[src/rtl/alu_seq_if.sv]
// Handshake bundle for alu_seq: operand-issue side (in_*) and result side (out_*).
interface alu_seq_if #(
  parameter int WIDTH = 8
) ();
  logic                 in_valid;
  logic                 in_ready;
  logic [WIDTH-1:0]     A;
  logic [WIDTH-1:0]     B;
  logic [3:0]           operator;
  logic                 out_valid;
  logic                 out_ready;
  logic [2*WIDTH-1:0]   out;
  logic                 overflow;
  logic                 carry;

  // Issue stage / result consumer side
  modport master (
    output in_valid, A, B, operator, out_ready,
    input  in_ready, out_valid, out, overflow, carry
  );

  // ALU side
  modport slave (
    input  in_valid, A, B, operator, out_ready,
    output in_ready, out_valid, out, overflow, carry
  );
endinterface

[src/rtl/alu_seq.sv]
// Sequential WIDTH-bit ALU. Single-cycle ops resolve at accept; MUL/DIV/MOD
// iterate one bit per cycle for WIDTH cycles. Result is held in DONE until
// the consumer takes it.
module alu_seq #(
  parameter int WIDTH = 8
) (
  input  logic       clk,
  input  logic       rst,
  alu_seq_if.slave   bus
);
  localparam int W2 = 2 * WIDTH;
  localparam int CW = $clog2(WIDTH);
  localparam logic [CW-1:0] LAST_IT = CW'(WIDTH - 1);

  localparam logic [3:0] OP_ADD  = 4'b0000;
  localparam logic [3:0] OP_SUB  = 4'b0001;
  localparam logic [3:0] OP_MUL  = 4'b0010;
  localparam logic [3:0] OP_DIV  = 4'b0011;
  localparam logic [3:0] OP_MOD  = 4'b0100;
  localparam logic [3:0] OP_AND  = 4'b0101;
  localparam logic [3:0] OP_OR   = 4'b0110;
  localparam logic [3:0] OP_EQ   = 4'b0111;
  localparam logic [3:0] OP_LAND = 4'b1000;
  localparam logic [3:0] OP_LOR  = 4'b1001;
  localparam logic [3:0] OP_SHR  = 4'b1010;
  localparam logic [3:0] OP_SHL  = 4'b1011;
  localparam logic [3:0] OP_XOR  = 4'b1100;
  localparam logic [3:0] OP_NOT  = 4'b1101;
  localparam logic [3:0] OP_CAT  = 4'b1110;

  typedef enum logic [1:0] {IDLE, BUSY, DONE} state_t;

  state_t           state_q, state_d;
  logic [3:0]       op_q, op_d;
  logic [WIDTH-1:0] b_q, b_d;       // divisor kept for the whole division
  logic [CW-1:0]    cnt_q, cnt_d;
  logic [W2-1:0]    acc_q, acc_d;   // product accumulator
  logic [W2-1:0]    mcand_q, mcand_d; // multiplicand, shifted left each step
  logic [WIDTH-1:0] mq_q, mq_d;     // MUL: multiplier (shifts right); DIV: dividend->quotient
  logic [WIDTH-1:0] rem_q, rem_d;   // partial remainder
  logic [W2-1:0]    out_q, out_d;
  logic             ovf_q, ovf_d;
  logic             cy_q, cy_d;

  // ---------------------------------------------------------------------------
  // Single-cycle result, evaluated from the live operands at accept
  // ---------------------------------------------------------------------------
  logic [WIDTH:0]   sum, diff;
  logic [W2-1:0]    sc_res;
  logic             sc_ovf, sc_cy;
  logic             iter_op, start_iter;

  assign sum  = {1'b0, bus.A} + {1'b0, bus.B};
  assign diff = {1'b0, bus.A} - {1'b0, bus.B};

  assign iter_op    = (bus.operator == OP_MUL) || (bus.operator == OP_DIV) ||
                      (bus.operator == OP_MOD);
  // A zero B short-circuits: MUL trivially yields 0, DIV/MOD flag overflow.
  assign start_iter = iter_op && (bus.B != '0);

  // Decode the operator into a result and flags for the non-iterative path
  always_comb begin
    sc_res = '0;
    sc_ovf = 1'b0;
    sc_cy  = 1'b0;
    case (bus.operator)
      OP_ADD: begin
        sc_res = {{WIDTH{1'b0}}, sum[WIDTH-1:0]};
        sc_cy  = sum[WIDTH];
        sc_ovf = (bus.A[WIDTH-1] == bus.B[WIDTH-1]) &&
                 (sum[WIDTH-1] != bus.A[WIDTH-1]);
      end
      OP_SUB: begin
        sc_res = {{WIDTH{1'b0}}, diff[WIDTH-1:0]};
        sc_cy  = diff[WIDTH];  // borrow: A < B unsigned
        sc_ovf = (bus.A[WIDTH-1] != bus.B[WIDTH-1]) &&
                 (diff[WIDTH-1] != bus.A[WIDTH-1]);
      end
      OP_DIV, OP_MOD: sc_ovf = (bus.B == '0);
      OP_AND:  sc_res = {{WIDTH{1'b0}}, bus.A & bus.B};
      OP_OR:   sc_res = {{WIDTH{1'b0}}, bus.A | bus.B};
      OP_XOR:  sc_res = {{WIDTH{1'b0}}, bus.A ^ bus.B};
      OP_NOT:  sc_res = {{WIDTH{1'b0}}, ~bus.A};
      OP_EQ:   sc_res[0] = (bus.A == bus.B);
      OP_LAND: sc_res[0] = (bus.A != '0) && (bus.B != '0);
      OP_LOR:  sc_res[0] = (bus.A != '0) || (bus.B != '0);
      OP_SHR: begin
        if (32'(bus.B) < 32'(WIDTH))
          sc_res = {{WIDTH{1'b0}}, bus.A >> bus.B};
      end
      OP_SHL: begin
        if (32'(bus.B) < 32'(W2))
          sc_res = {{WIDTH{1'b0}}, bus.A} << bus.B;
      end
      OP_CAT:  sc_res = {bus.A, bus.B};
      default: sc_res = '0;  // MUL by zero and the reserved code
    endcase
  end

  // ---------------------------------------------------------------------------
  // One iteration step of shift-add multiply and restoring divide
  // ---------------------------------------------------------------------------
  logic [W2-1:0]    acc_nx, mcand_nx;
  logic [WIDTH:0]   rem_sh, rem_dif;
  logic             rem_ge;
  logic [WIDTH-1:0] rem_nx, q_nx;

  assign acc_nx   = mq_q[0] ? (acc_q + mcand_q) : acc_q;
  assign mcand_nx = mcand_q << 1;

  // Partial remainder stays below B, so the shifted value is below 2B and
  // the top bit of the trial difference is a clean "didn't fit" indicator.
  assign rem_sh  = {rem_q, mq_q[WIDTH-1]};
  assign rem_dif = rem_sh - {1'b0, b_q};
  assign rem_ge  = ~rem_dif[WIDTH];
  assign rem_nx  = rem_ge ? rem_dif[WIDTH-1:0] : rem_sh[WIDTH-1:0];
  assign q_nx    = {mq_q[WIDTH-2:0], rem_ge};

  // ---------------------------------------------------------------------------
  // FSM: next state and datapath register updates
  // ---------------------------------------------------------------------------
  always_comb begin
    state_d = state_q;
    op_d    = op_q;
    b_d     = b_q;
    cnt_d   = cnt_q;
    acc_d   = acc_q;
    mcand_d = mcand_q;
    mq_d    = mq_q;
    rem_d   = rem_q;
    out_d   = out_q;
    ovf_d   = ovf_q;
    cy_d    = cy_q;
    case (state_q)
      IDLE: begin
        if (bus.in_valid) begin
          op_d  = bus.operator;
          b_d   = bus.B;
          cnt_d = '0;
          if (start_iter) begin
            state_d = BUSY;
            acc_d   = '0;
            mcand_d = {{WIDTH{1'b0}}, bus.A};
            mq_d    = (bus.operator == OP_MUL) ? bus.B : bus.A;
            rem_d   = '0;
          end else begin
            state_d = DONE;
            out_d   = sc_res;
            ovf_d   = sc_ovf;
            cy_d    = sc_cy;
          end
        end
      end
      BUSY: begin
        cnt_d = cnt_q + 1'b1;
        if (op_q == OP_MUL) begin
          acc_d   = acc_nx;
          mcand_d = mcand_nx;
          mq_d    = mq_q >> 1;
        end else begin
          rem_d = rem_nx;
          mq_d  = q_nx;
        end
        // Final step writes the result directly so DONE follows immediately.
        if (cnt_q == LAST_IT) begin
          state_d = DONE;
          ovf_d   = 1'b0;
          cy_d    = 1'b0;
          case (op_q)
            OP_MUL:  out_d = acc_nx;
            OP_DIV:  out_d = {{WIDTH{1'b0}}, q_nx};
            default: out_d = {{WIDTH{1'b0}}, rem_nx};
          endcase
        end
      end
      DONE: begin
        if (bus.out_ready) state_d = IDLE;
      end
      default: state_d = IDLE;
    endcase
  end

  // State and datapath registers with synchronous reset
  always_ff @(posedge clk) begin
    if (rst) begin
      state_q <= IDLE;
      op_q    <= '0;
      b_q     <= '0;
      cnt_q   <= '0;
      acc_q   <= '0;
      mcand_q <= '0;
      mq_q    <= '0;
      rem_q   <= '0;
      out_q   <= '0;
      ovf_q   <= 1'b0;
      cy_q    <= 1'b0;
    end else begin
      state_q <= state_d;
      op_q    <= op_d;
      b_q     <= b_d;
      cnt_q   <= cnt_d;
      acc_q   <= acc_d;
      mcand_q <= mcand_d;
      mq_q    <= mq_d;
      rem_q   <= rem_d;
      out_q   <= out_d;
      ovf_q   <= ovf_d;
      cy_q    <= cy_d;
    end
  end

  assign bus.in_ready  = (state_q == IDLE);
  assign bus.out_valid = (state_q == DONE);
  assign bus.out       = out_q;
  assign bus.overflow  = ovf_q;
  assign bus.carry     = cy_q;

endmodule
[src/flat_wrapper.sv]
// flat-port wrapper written by rule: the top's interface ports become plain ports
module alu_seq_flat 
#(
  parameter int WIDTH = 8
)
  (clk, rst, bus_in_valid, bus_A, bus_B, bus_operator, bus_out_ready, bus_in_ready, bus_out_valid, bus_out, bus_overflow, bus_carry);
  alu_seq_if #(.WIDTH(WIDTH)) bus_i ();
  input  logic clk;
  input  logic rst;
  input wire logic [$bits(bus_i.in_valid)-1:0] bus_in_valid;
  input wire logic [$bits(bus_i.A)-1:0] bus_A;
  input wire logic [$bits(bus_i.B)-1:0] bus_B;
  input wire logic [$bits(bus_i.operator)-1:0] bus_operator;
  input wire logic [$bits(bus_i.out_ready)-1:0] bus_out_ready;
  output wire logic [$bits(bus_i.in_ready)-1:0] bus_in_ready;
  output wire logic [$bits(bus_i.out_valid)-1:0] bus_out_valid;
  output wire logic [$bits(bus_i.out)-1:0] bus_out;
  output wire logic [$bits(bus_i.overflow)-1:0] bus_overflow;
  output wire logic [$bits(bus_i.carry)-1:0] bus_carry;
  assign bus_i.in_valid = bus_in_valid;
  assign bus_i.A = bus_A;
  assign bus_i.B = bus_B;
  assign bus_i.operator = bus_operator;
  assign bus_i.out_ready = bus_out_ready;
  assign bus_in_ready = bus_i.in_ready;
  assign bus_out_valid = bus_i.out_valid;
  assign bus_out = bus_i.out;
  assign bus_overflow = bus_i.overflow;
  assign bus_carry = bus_i.carry;
  alu_seq #(.WIDTH(WIDTH)) u_core (.clk(clk), .rst(rst), .bus(bus_i));
endmodule
[config.mk]
export PLATFORM = sky130hd
export DESIGN_NAME = alu_seq_flat
export DESIGN_NICKNAME = d
export VERILOG_FILES = /design/src/rtl/alu_seq_if.sv /design/src/rtl/alu_seq.sv /design/src/flat_wrapper.sv
export SDC_FILE = /design/constraint.sdc
export NUM_CORES = 1
export LEC_CHECK = 0
export BUFFER_PORTS_ARGS = -buffer_cell sky130_fd_sc_hd__clkbuf_2
export CORE_AREA = 2 2 128 130
export CTS_CLUSTER_SIZE = 28
export DETAILED_ROUTE_END_ITERATION = 8
export DIE_AREA = 0 0 130 132
export GPL_ROUTABILITY_DRIVEN = 0
export PLACE_DENSITY = 0.7
export REMOVE_ABC_BUFFERS = 1
export SYNTH_ARGS = -nofsm -noshare
export SYNTH_HDL_FRONTEND = slang
export SYNTH_SLANG_ARGS = --single-unit
export TNS_END_PERCENT = 100
[constraint.sdc]
create_clock -name clk -period 3.5 [get_ports clk]
set_input_delay 0 -clock clk [delete_from_list [all_inputs] [get_ports clk]]
set_output_delay 0 -clock clk [all_outputs]
set_load 0.01 [all_outputs]
After elaboration in Yosys (flattened, before gate mapping). Index checks and enable logic that the tools add are counted.

Word-level logic and storage cells: 121. Input bits: 24. Bits in registers: 83.

Equal/unequal tests: 31. Muxes and demuxes: 44. Add/sub/neg operators: 5. Reductions and logical operators: 21. Magnitude comparators: 2. Shifts and indexed selects: 2. Bitwise operators: 5.

Operators with widths (number): 16-bit two-way mux (11); 15-bit case mux with 9 select lines (1); 16-bit case mux with 2 select lines (4); 8-bit two-way mux (9); 8-bit case mux with 2 select lines (2); 4-bit == test (second input constant) (7); 16-bit adder (1); 4-bit by 2-bit == test with 1-bit output (second input constant) (4); 4-bit by 3-bit == test with 1-bit output (second input constant) (4); 8-bit nonzero test (2); 8-bit by 8-bit << shifter with 16-bit output (1); 1-bit case mux with 12 select lines (1); 4-bit AND reduction (3); 8-bit by 8-bit adder with 9-bit output (1); 8-bit by 8-bit subtractor with 9-bit output (1); 9-bit by 8-bit subtractor with 9-bit output (1); 8-bit bitwise AND (1); 8-bit == test (1); 8-bit logical NOT (1); 8-bit by 4-bit < comparator with 1-bit output (second input constant) (1); 8-bit by 5-bit < comparator with 1-bit output (second input constant) (1); 2-bit two-way mux (4); 2-bit != test (second input constant) (4); 8-bit NOT (1); 26 further kinds (43).

Logic depth before layout (Yosys ltp).
Word-level depth: 7. Gate-level depth with buffers: 13. Gate-level depth less buffers: 12.

Worst setup path before layout. Ideal clock, no wire load.

Path kind: register -> register. Start: register u_core.mq_q[7]. End: register u_core.out_q[3], in the netlist u_core.bus.out[3]. Stages on the path, launching flop included: 13. Arrival: 2622 ps. Setup slack: 758 ps. Buffers on the path: 1. Cell sequence: dfxtp_1 -> inv_1 -> ha_1 -> inv_1 -> fa_1 -> a21oi_1 -> o211ai_1 -> o41ai_1 -> xnor2_1 -> buf_2 -> mux2i_1 -> nor3_1 -> o31a_1.

Word-level cells in the longest chain between the ends: 5.

RTL lines: start: declaration (RTL line alu_seq.sv:39) `logic [WIDTH-1:0] mq_q, mq_d;`; start signal: assignment (RTL line alu_seq.sv:204) `mq_q <= mq_d;`; 9-bit by 8-bit subtractor with 9-bit output (RTL line alu_seq.sv:114) `assign rem_dif = rem_sh - {1'b0, b_q};`; 8-bit two-way mux (RTL line alu_seq.sv:116) `assign rem_nx = rem_ge ? rem_dif[WIDTH-1:0] : rem_sh[WIDTH-1:0];`; 16-bit case mux with 2 select lines (RTL line alu_seq.sv:169) `case (op_q)`; 16-bit two-way mux (RTL line alu_seq.sv:165) `if (cnt_q == LAST_IT) begin`; 16-bit case mux with 2 select lines (RTL line alu_seq.sv:134) `case (state_q)`; end signal: assignment (RTL line alu_seq.sv:206) `out_q <= out_d;`; end: declaration (RTL line alu_seq.sv:41) `logic [W2-1:0] out_q, out_d;`.

Every way passes these cells. The select of a mux whose other input is x is not followed. A chain may end at the register's enable or synchronous reset.

Worst setup path after layout. Same ends and word-level chain as after synthesis.

==> run_results.csv <==
group,metric,value,unit
worst_hold_path,hp-class,"in2reg",
die,start_util,44.39,%
logic_synthesis,synth_edf_count,0,
logic_synthesis,ys_async_sr_fraction,0,%
setup_path,arrival,3.28,ns
setup_path,timing.rr.end,"u_core.bus.out[3]",
logic_synthesis,seq_area_frac_synth,23.82,%
route,via_count,7338,
place,placed_area,7361,sq um
layout,area_growth,10.58,%
layout,design_area,7712,sq um
route,vias_per_cell,6.166,
layout,drive_above_1_share,10.89,%
layout,num-fill-cells,1591,
route,drt_iter0_drc,782,
clock_tree,cts_buffers,9,
global_route,grt_max_degree,45,
setup_path,crit_path_start,"u_core.mq_q[7]",
sta,final_hold_viol_count,0,
status,outcome,"complete, no violations",
setup_path,cp-start-kind,"flop",
clock_tree,cts_resized,0,
clock_tree,cts_tree,"yes",
setup_path,critPathCapture,"u_core.bus.out[3]",
sta,fin_skew,0.01102,ns
global_route,grt_pass1_wl,35930,um
flow_run,cap_viol_max_count,0,
layout,final_cell_mix,"nand2_1, nor2_1, dfxtp_1, a21oi_1, ha_1",
global_route,grtUsageTotal,26.29,%
logic_synthesis,yosys_warnings,0,
die,core,15710,sq um
sta,rsz0062_at_grt,"no",
route,wirelength,22650,um
die,die_area,17160,sq um
setup_path,r2r_slack,0.46,ns
die,dieWidth,130,um
sta,final-setup-viol-count,0,
place,place.detailed.hpwl,16610,um
logic_synthesis,synth_seq_cells,83,
place,place_ws,0.4815,ns
route,ant_nets,0,
setup_path,critPathRequiredTime,3.74,ns
global_route,grt_pass1_vias,6686,
sta,fin_crit_sh,86.88,%
die,die_h,132,um
logic_synthesis,syn-cell-area,6974,sq um
power_and_ir_drop,ir_drop,0.0001788,V
global_route,antenna_found_initial,1,
sta,worst_slack,0.4593,ns
route,dr.pass1.iters,8,
sta,setup_tns,0,ns
setup_path,r2r_cells,12,
clock_tree,worstSkewPairLatency,0.35,ns
route,drc,0,
clock_tree,clkSlewWorstSetupHoldPaths,0.06,ns
worst_hold_path,min_path_cells,3,
layout,mostFrequentLayoutCell,"nand2_1",
sta,slew_violations,0,
place,port_buffers,43,
power_and_ir_drop,power.leakage,3.112,nW
route,route.detailed.wl_per_inst,19.04,um
sta,slew_headroom,31.40,%
die,io_pins,44,
setup_path,worstReg2RegStart,"u_core.mq_q[7]",
clock_tree,clock_path_buffers,2,
sta,period_needed,3.041,ns
die,num_rows,46,
power_and_ir_drop,powerDensity,360.0,nW/um^2
clock_tree,htreeDepth,3,
logic_synthesis,syn_avg_cell_area,7.318,sq um
clock_tree,cts.sink_count,83,
global_route,grt-ovfl-total,0,
logic_synthesis,synth_flop_cell,"dfxtp_1",
setup_path,path_class,"reg2reg",
logic_synthesis,netlist_instances,953,
logic_synthesis,synth.distinct_cells,77,
sta,tightest_slew,1.016,ns
setup_path,crit_path_end_kind,"flop",
layout,nNetsFinal,1045,
clock_tree,cts_root_buf,"clkbuf_16",
sta,max_freq,328.9,MHz
setup_path,path_max_fanout,8,
## per-layer routing
metal	vias to the layer above	part of all wire [%]	track usage (%)
li1	3504	-	-
met1	3354	43	37.25
met2	413	44	38.28
met3	67	9.4	5.073
met4	0	3.7	12.01
met5	-	0	0
## kinds of logic (layout without fill, tap and decap cells)
| family | after synthesis | count (layout) | synth area share (%) |
|---|---|---|---|
| adders and majority gates | 54 | 54 | 10.08 |
| AOI/OAI and AO/OA | 293 | 293 | 28.88 |
| and+or+nand+nor | 371 | 371 | 24.09 |
| other | 0 | 1 | 0 |
| DFF | 83 | 83 | 23.82 |
| xor gates and xnor gates | 19 | 19 | 2.386 |
| buffers and inverters | 101 | 121 | 5.813 |
| muxes | 32 | 32 | 4.916 |
## per-stage QoR
| stage | power (mW) | utilization, % | hold WS (ns) | instances |
|---|---|---|---|---|
| 2_1_floorplan | 1.475 | - | 0.06907 | 889 |
| 3_3_place_gp | 1.744 | 46.85 | 0.2794 | 1170 |
| 3_5_place_dp | 1.748 | 46.85 | 0.2860 | 1170 |
| 4_1_cts | 2.772 | 49.07 | 0.004623 | 1189 |
| 5_1_grt | 2.890 | 49.07 | 0.04361 | 1189 |
| 6_report | 2.776 | 49.08 | 0.02626 | 1190 |
## Yosys cell counts (8+ instances only)
| cell | number | share of area [%] |
|---|---|---|
| nand2_1 | 141 | 7.6 |
| nor2_1 | 109 | 5.9 |
| dfxtp_1 | 83 | 24 |
| a21oi_1 | 77 | 5.5 |
| ha_1 | 49 | 8.8 |
| clkbuf_1 | 48 | 2.6 |
| o21ai_0 | 43 | 3.1 |
| inv_1 | 35 | 1.9 |
| a22oi_1 | 30 | 3.2 |
| nand3_1 | 30 | 2.2 |
| mux2i_1 | 23 | 3.3 |
| nor3_1 | 21 | 1.5 |
| nand2b_1 | 18 | 1.6 |
| o211ai_1 | 16 | 1.7 |
| xnor2_1 | 16 | 2.0 |
| a211oi_1 | 14 | 1.5 |
| and3_1 | 14 | 1.3 |
| a21o_1 | 13 | 1.4 |
| a311oi_1 | 12 | 1.5 |
| a31oi_1 | 10 | 0.90 |
| o22ai_1 | 10 | 0.90 |
| buf_2 | 9 | 0.65 |
| nor2b_1 | 9 | 0.81 |
| mux2_2 | 8 | 1.3 |
| nor4_1 | 8 | 0.72 |
## layout make-up
class                           count  area, sq um  area share [%]
Multi-Input combinational cell    769         4910           63.66
Sequential cell                    83         1662           21.54
Timing Repair Buffer               68        410.4           5.321
Tap cell                          216        270.3           3.504
Clock buffer                       10        229.0           2.969
Inverter                           37        138.9           1.801
Clock inverter                      6        90.09           1.168
Antenna cell                        1        2.502         0.03245
## what timing repair did
item                       CTS  global route
setup buffers                0             0
setup endpoints to repair    0             0
hold buffers                 3             0
hold endpoints to repair     3             0
## state kept, by name, indices dropped and copies added, names as in the netlist
name,cells
u_core.mcand_q,16
u_core.state_q,2
u_core.mq_q,8
u_core.b_q,8
u_core.bus.out,16
u_core.op_q,4
u_core.rem_q,8
u_core.bus.carry,1
u_core.bus.overflow,1
u_core.cnt_q,3
u_core.acc_q,16
## where the power goes
part	internal, mW	switching, mW
Sequential	0.985	0.0392
Combinational	0.267	0.461
Clock	0.626	0.398
## worst min path at each step
| stage | from | end | slack, ns |
|---|---|---|---|
| after floorplan | rst | u_core.acc_q[10] | 0.07 |
| after detailed placement | bus_out_ready | u_core.state_q[1] | 0.29 |
| after CTS | bus_B[7] | u_core.b_q[7] | 0.005 |
| after global placement | bus_out_ready | u_core.state_q[1] | 0.28 |
| final | bus_B[7] | u_core.b_q[7] | 0.03 |
| after global routing | bus_B[7] | u_core.b_q[7] | 0.04 |
## worst max-delay path, stage by stage (launching register included)
cell and delay [ns]:
dfxtp_1 0.31, inv_1 0.09, ha_1 0.18, inv_1 0.05, fa_1 0.39, a21oi_1 0.19, o211ai_1 0.14, o41ai_1 0.32
xnor2_1 0.34, buf_4 0.26, mux2i_1 0.28, nor3_1 0.08, o31a_1 0.29
Note: power is estimated with default switching activity, not from simulation.
